--- src/rtl/mem_stage_hs.sv ---
// Memory pipeline stage between EX and WB: handshaked data-bus access with byte
// lanes, load alignment/extension, misalign and timeout errors, branch resolution.
module mem_stage_hs #(
  parameter int unsigned DATA_W  = 32,
  parameter int unsigned TIMEOUT = 255
) (
  input  logic                   clk,
  input  logic                   rst_n,
  input  logic                   in_valid,
  output logic                   in_ready,
  input  logic [DATA_W-1:0]      alu_result,
  input  logic [DATA_W-1:0]      rs2_data,
  input  logic [DATA_W-1:0]      pc_incr_in,
  input  logic [DATA_W-1:0]      pc_offset_in,
  input  logic                   mem_read,
  input  logic                   mem_write,
  input  logic [2:0]             rw_type,
  input  logic                   branch,
  input  logic                   jump,
  input  logic [2:0]             br_cond,
  input  logic                   zero,
  input  logic                   lt,
  input  logic                   ltu,
  output logic                   out_valid,
  input  logic                   out_ready,
  output logic [DATA_W-1:0]      rd_data,
  output logic [DATA_W-1:0]      pc_incr_out,
  output logic                   pc_src,
  output logic [DATA_W-1:0]      pc_target,
  output logic                   misalign,
  output logic                   bus_err,
  output logic                   bus_req,
  output logic                   bus_we,
  output logic [DATA_W-1:0]      bus_addr,
  output logic [DATA_W-1:0]      bus_wdata,
  output logic [DATA_W/8-1:0]    bus_be,
  input  logic                   bus_ack,
  input  logic [DATA_W-1:0]      bus_rdata
);
  localparam int unsigned BE_W  = DATA_W / 8;
  localparam int unsigned LSB_W = $clog2(BE_W);
  localparam int unsigned CNT_W = $clog2(TIMEOUT + 1);

  typedef enum logic {IDLE = 1'b0, WAIT_ACK = 1'b1} state_t;

  state_t            r_state;
  state_t            w_state_nxt;
  logic [CNT_W-1:0]  r_cnt;
  logic [LSB_W-1:0]  r_off;
  logic [2:0]        r_rw_type;
  logic              r_is_load;

  logic              w_accept;
  logic              w_is_mem;
  logic              w_misalign;
  logic              w_taken;
  logic              w_ack_done;
  logic              w_timeout;
  logic [LSB_W-1:0]  w_off;
  logic [BE_W-1:0]   w_mask;
  logic [DATA_W-1:0] w_sh;
  logic [DATA_W-1:0] w_load;

  always_ff @(posedge clk or negedge rst_n) begin
    if (!rst_n) r_state <= IDLE;
    else        r_state <= w_state_nxt;
  end

  always_comb begin
    w_state_nxt = r_state;
    case (r_state)
      IDLE:     if (w_accept && w_is_mem && !w_misalign) w_state_nxt = WAIT_ACK;
      WAIT_ACK: if (w_ack_done || w_timeout)             w_state_nxt = IDLE;
      default:  w_state_nxt = IDLE;
    endcase
  end

  // Handshake, access decode and branch condition.
  always_comb begin
    in_ready   = (r_state == IDLE) && (!out_valid || out_ready);
    w_accept   = in_valid && in_ready;
    w_is_mem   = mem_read || mem_write;
    w_off      = alu_result[LSB_W-1:0];
    w_misalign = 1'b0;
    w_mask     = '1;
    case (rw_type[1:0])
      2'b00: w_mask = BE_W'(1);
      2'b01: begin w_mask = BE_W'(3);  w_misalign = alu_result[0];         end
      2'b10: begin w_mask = BE_W'(15); w_misalign = |alu_result[1:0];      end
      default: begin w_mask = '1;      w_misalign = |alu_result[2:0];      end
    endcase
    w_misalign = w_misalign && w_is_mem;
    case (br_cond)
      3'b000:  w_taken = zero;
      3'b001:  w_taken = !zero;
      3'b100:  w_taken = lt;
      3'b101:  w_taken = !lt;
      3'b110:  w_taken = ltu;
      3'b111:  w_taken = !ltu;
      default: w_taken = 1'b0;
    endcase
    w_taken    = jump || (branch && w_taken);
    w_ack_done = (r_state == WAIT_ACK) && bus_ack;
    w_timeout  = (r_state == WAIT_ACK) && !bus_ack && (r_cnt == CNT_W'(TIMEOUT - 1));
  end

  // Load lane alignment and extension.
  always_comb begin
    w_sh = bus_rdata >> {r_off, 3'b000};
    case (r_rw_type)
      3'b000:  w_load = DATA_W'($signed(w_sh[7:0]));
      3'b001:  w_load = DATA_W'($signed(w_sh[15:0]));
      3'b010:  w_load = DATA_W'($signed(w_sh[31:0]));
      3'b100:  w_load = DATA_W'(w_sh[7:0]);
      3'b101:  w_load = DATA_W'(w_sh[15:0]);
      3'b110:  w_load = DATA_W'(w_sh[31:0]);
      default: w_load = w_sh;
    endcase
  end

  always_ff @(posedge clk or negedge rst_n) begin
    if (!rst_n) begin
      out_valid   <= 1'b0;
      rd_data     <= '0;
      pc_incr_out <= '0;
      pc_src      <= 1'b0;
      pc_target   <= '0;
      misalign    <= 1'b0;
      bus_err     <= 1'b0;
      bus_req     <= 1'b0;
      bus_we      <= 1'b0;
      bus_addr    <= '0;
      bus_wdata   <= '0;
      bus_be      <= '0;
      r_cnt       <= '0;
      r_off       <= '0;
      r_rw_type   <= '0;
      r_is_load   <= 1'b0;
    end else if (w_accept) begin
      pc_incr_out <= pc_incr_in;
      pc_target   <= pc_offset_in;
      pc_src      <= w_taken;
      misalign    <= w_misalign;
      bus_err     <= 1'b0;
      r_off       <= w_off;
      r_rw_type   <= rw_type;
      r_is_load   <= mem_read && !mem_write;
      if (w_is_mem && !w_misalign) begin
        out_valid <= 1'b0;
        rd_data   <= '0;
        bus_req   <= 1'b1;
        bus_we    <= mem_write;
        bus_addr  <= {alu_result[DATA_W-1:LSB_W], LSB_W'(0)};
        bus_wdata <= rs2_data << {w_off, 3'b000};
        bus_be    <= w_mask << w_off;
        r_cnt     <= '0;
      end else begin
        out_valid <= 1'b1;
        rd_data   <= w_misalign ? '0 : alu_result;
      end
    end else if (w_ack_done) begin
      bus_req   <= 1'b0;
      out_valid <= 1'b1;
      rd_data   <= r_is_load ? w_load : '0;
    end else if (w_timeout) begin
      bus_req   <= 1'b0;
      out_valid <= 1'b1;
      bus_err   <= 1'b1;
      rd_data   <= '0;
    end else begin
      if (r_state == WAIT_ACK) r_cnt <= CNT_W'(r_cnt + 1'b1);
      if (out_valid && out_ready) out_valid <= 1'b0;
    end
  end
endmodule

--- config.mk ---
export PLATFORM = sky130hd
export DESIGN_NAME = mem_stage_hs
export DESIGN_NICKNAME = d
export VERILOG_FILES = /design/src/rtl/mem_stage_hs.sv
export SDC_FILE = /design/constraint.sdc
export NUM_CORES = 1
export LEC_CHECK = 0
export CORE_UTILIZATION = 44
export DETAILED_ROUTE_END_ITERATION = 7
export PLACE_DENSITY = 0.82
export RECOVER_POWER = 25
export SYNTH_ARGS = -nofsm -noshare
export SYNTH_HDL_FRONTEND = slang
export SYNTH_SLANG_ARGS = --single-unit
--- constraint.sdc ---
create_clock -name clk -period 1.95 [get_ports clk]
set_input_delay 0.39 -clock clk [delete_from_list [all_inputs] [get_ports clk]]
set_output_delay 0.39 -clock clk [all_outputs]
set_load 0.01 [all_outputs]
==> summary.txt <==
Outcome
  • Status: finished, final reports clean

Worst setup path
  • Worst Path Max Fanout: 15
  • WS Path Type: primary input to flop
  • Crit path DAT: ~2.1 ns
  • CP required: about 2.3 ns
  • CP endpoint kind: flop
  • Startpoint Class: primary input

Global routing
  • Largest net degree at the start of global routing: between 50 and 60
  • Global-route wire length before repair: approximately 41,000 microns
  • Number of global-route vias before repair: 7,718
  • Initial antenna violation count: 0
  • Total grt overflow: 0
  • Tot GR Track Use: a little over a quarter

Worst hold path
  • Worst Hold Class: flop to flop

Yosys
  • Seq cells post-synth: approximately 180
  • Seq/Total Area, Yosys: a little over half
  • YS warnings: 0
  • Top FF cell, synth: dfrtp_1
  • Post-Synth Simple-Gate Area: ~15%
  • Synth top cells by count: 228 x nand2_1, 183 x dfrtp_1, 63 x mux2_2
  • Synth area leader: dfrtp_1
  • Synth top area share: around 54%
  • Synthesized area: around 8500 sq um
  • Most frequent cell after synthesis: nand2_1
  • Largest family of logic cells by synthesized area: simple AND/OR/NAND/NOR gates
  • Post-synth EDFFs: 0
  • Distinct cells, synth: 57
  • Largest cells by area after synthesis: dfrtp_1 54%, nand2_1 10%, mux2_2 8.3%
  • Avg Inst Size Synth: 10.7 sq um
  • Xor/xnor share of the synthesized area: less than 1%
  • Asr flop ratio synth: 100%
  • Post-synthesis compound-gate area fraction: a little under an eighth
  • Syn Inst Count: a little under 800
  • Adder-Cell Fraction of Synth Area: less than 1%
  • Multiplexer share of the synthesized area: between 10% and 20%

Placement
  • Port bufs: 346
  • Detailed placer's ending HPWL: 19,900 microns
  • Placed Area: ~13,000 sq um
  • Final Wtd Congestion: around 0.87

CTS
  • Max Root-Sink Buffers: 2
  • Worst-path clk slew: around 0.07 ns
  • Root Buffer Master: clkbuf_16
  • CTS tree: done
  • Post-CTS setup buffer count: 0
  • CTS Sinks: about 180
  • Inserted Clock Buffers: 17
  • H-tree levels: 4
  • Clock Latency Late Sink: ~0.43 ns

Die
  • Starting Density: 45.1%
  • Ports: between 300 and 400
  • Row cnt: 50
  • Core area: 18,800 sq um
  • Die Y: 141 microns
  • Die W: approximately 140 microns
  • Die footprint: 19,900 sq um

Timing
  • RSZ-0062 raised after global routing: false
  • Fin. max-slew vios: 0
  • Fin Hold WS: around 0.47 ns
  • F_max: ~550 MHz
  • Final worst path period share: between 90% and 100%
  • Tmin final: about 1.8 ns
  • Hold Vio Cnt, Final: 0
  • Clock skew: 0.0112 ns
  • # setup viols final: 0
  • Max-slew headroom: 45.5%
  • Worst-margin pin slew: 0.817 ns

Cells and area
  • Layout Nets: around 1.3k
  • Synthesis-to-layout area growth: 54.1%
  • Antenna diodes: 0
  • Design Area, Final: roughly 13,000 sq um
  • Layout cell share with drive strength beyond 1: between 10% and 20%

Run
  • Maxcap violations: 0

Drt
  • WL/cell: 18.6 microns
  • Antenna Nets Post-Route: 0
  • TritonRoute pass-1 iters: 5
  • Vias: 7,514
  • Drt drc: 0
  • Drt initial violations: 326
  • Drt total wl: 26,700 microns
  • Vias per cell: around 5.2

Pwr
  • Total power: roughly 0.014 W
  • VDD IR-drop max: 0.629 mV
  • Leak: roughly 5.9 nW
  • Pwr/cell area: 1080 nW/um^2
-- cell families (layout without fill, tap and decap cells) --
family | after synthesis | after routing
mux | 107 | 107
fa+ha+maj | 2 | 2
buf+inv | 64 | 449
other cells | 1 | 2
compound gates | 122 | 122
simple gates | 307 | 307
flops | 183 | 183
xor+xnor | 7 | 7
-- path summary, 6_finish.rpt --
path / endpoint / slack (ns) / startpoint / cells past startpoint
worst max-delay path: bus_addr[16] / 0.12 / rw_type[0] / 6
worst min-delay path: pc_incr_out[9] / 0.47 / pc_incr_out[9] / 2
worst max register to register: rd_data[8] / 0.12 / r_off[0] / 5
worst min register to register: pc_incr_out[9] / 0.47 / pc_incr_out[9] / 2
max in group asynchronous: bus_wdata[8] / 0.29 / rst_n / 3
min in group asynchronous: rd_data[3] / 0.49 / rst_n / 2
-- state kept, by name, summed over array words and instances, names as in the netlist, 2 cells and up --
| signal | cells |
|---|---|
| bus_addr | 30 |
| bus_be | 4 |
| bus_wdata | 32 |
| pc_incr_out | 32 |
| pc_target | 32 |
| r_cnt | 8 |
| r_off | 2 |
| r_rw_type | 3 |
| rd_data | 32 |
-- critical path, stage by stage --
cell             delay, ns
clkdlybuf4s50_1       0.42
a21oi_1               0.24
a21oi_2               0.12
nor3_4                0.31
buf_4                 0.29
mux2_2                0.37
-- where the power goes --
group          switching, W  total [W]  internal, W  leakage [nW]
clock network       0.00162    0.00335      0.00173         0.283
logic               0.00228    0.00530      0.00302          3.33
registers          0.000642    0.00546      0.00482          2.30
total               0.00454     0.0141      0.00958          5.91
-- placed cells by master, fill, tap and decap left out, types with 5 or more instances in the layout --
| cell type | count |
|---|---|
| clkbuf_16 | 17 |
| o2bb2ai_1 | 8 |
| a211o_1 | 16 |
| mux2i_1 | 39 |
| a221oi_1 | 5 |
| nor3_1 | 8 |
| a221o_1 | 16 |
| xor2_1 | 5 |
| nor2_1 | 25 |
| a22o_1 | 10 |
| buf_4 | 43 |
| mux2_2 | 63 |
| dfrtp_1 | 183 |
| a211oi_1 | 25 |
| inv_1 | 12 |
| nor2b_1 | 20 |
| a21oi_1 | 12 |
| buf_12 | 8 |
| o21ai_0 | 12 |
| nand2_1 | 227 |
| clkdlybuf4s50_1 | 343 |
-- stage by stage --
step | setup TNS [ns] | setup WS [ns] | util, % | cells
2_1_floorplan | 0 | 0.208 | - | 794
3_3_place_gp | -19.71 | -0.325 | 66.7 | 1406
3_5_place_dp | -22.25 | -0.368 | 66.7 | 1406
4_1_cts | 0 | 0.0599 | 69.8 | 1439
5_1_grt | 0 | 0.0228 | 69.6 | 1439
6_report | 0 | 0.116 | 69.6 | 1439
-- metal layers --
layer	routed length [microns]	GRT usage, %
met1	10600	32.4
met2	12800	45.8
met3	2030	7.00
met4	1300	14.5
met5	0	0
-- what timing repair did --
action | CTS | global route
hold buffers | 1 | 0
hold endpoints to repair | 46 | 0
endpoints found under the setup margin | 1 | 2
pin swaps | 0 | 0
gates resized for setup | 2 | 1
-- cell type report --
cell class	count	area (sq um)
well taps	260	325
repair buffers	404	3990
multi-input cells	547	3590
clock inverters	13	128
fillers	1389	5730
inverters	13	48.8
clock buffers	19	443
flip-flops and latches	183	4580
Power figures use the tool's default switching activity.
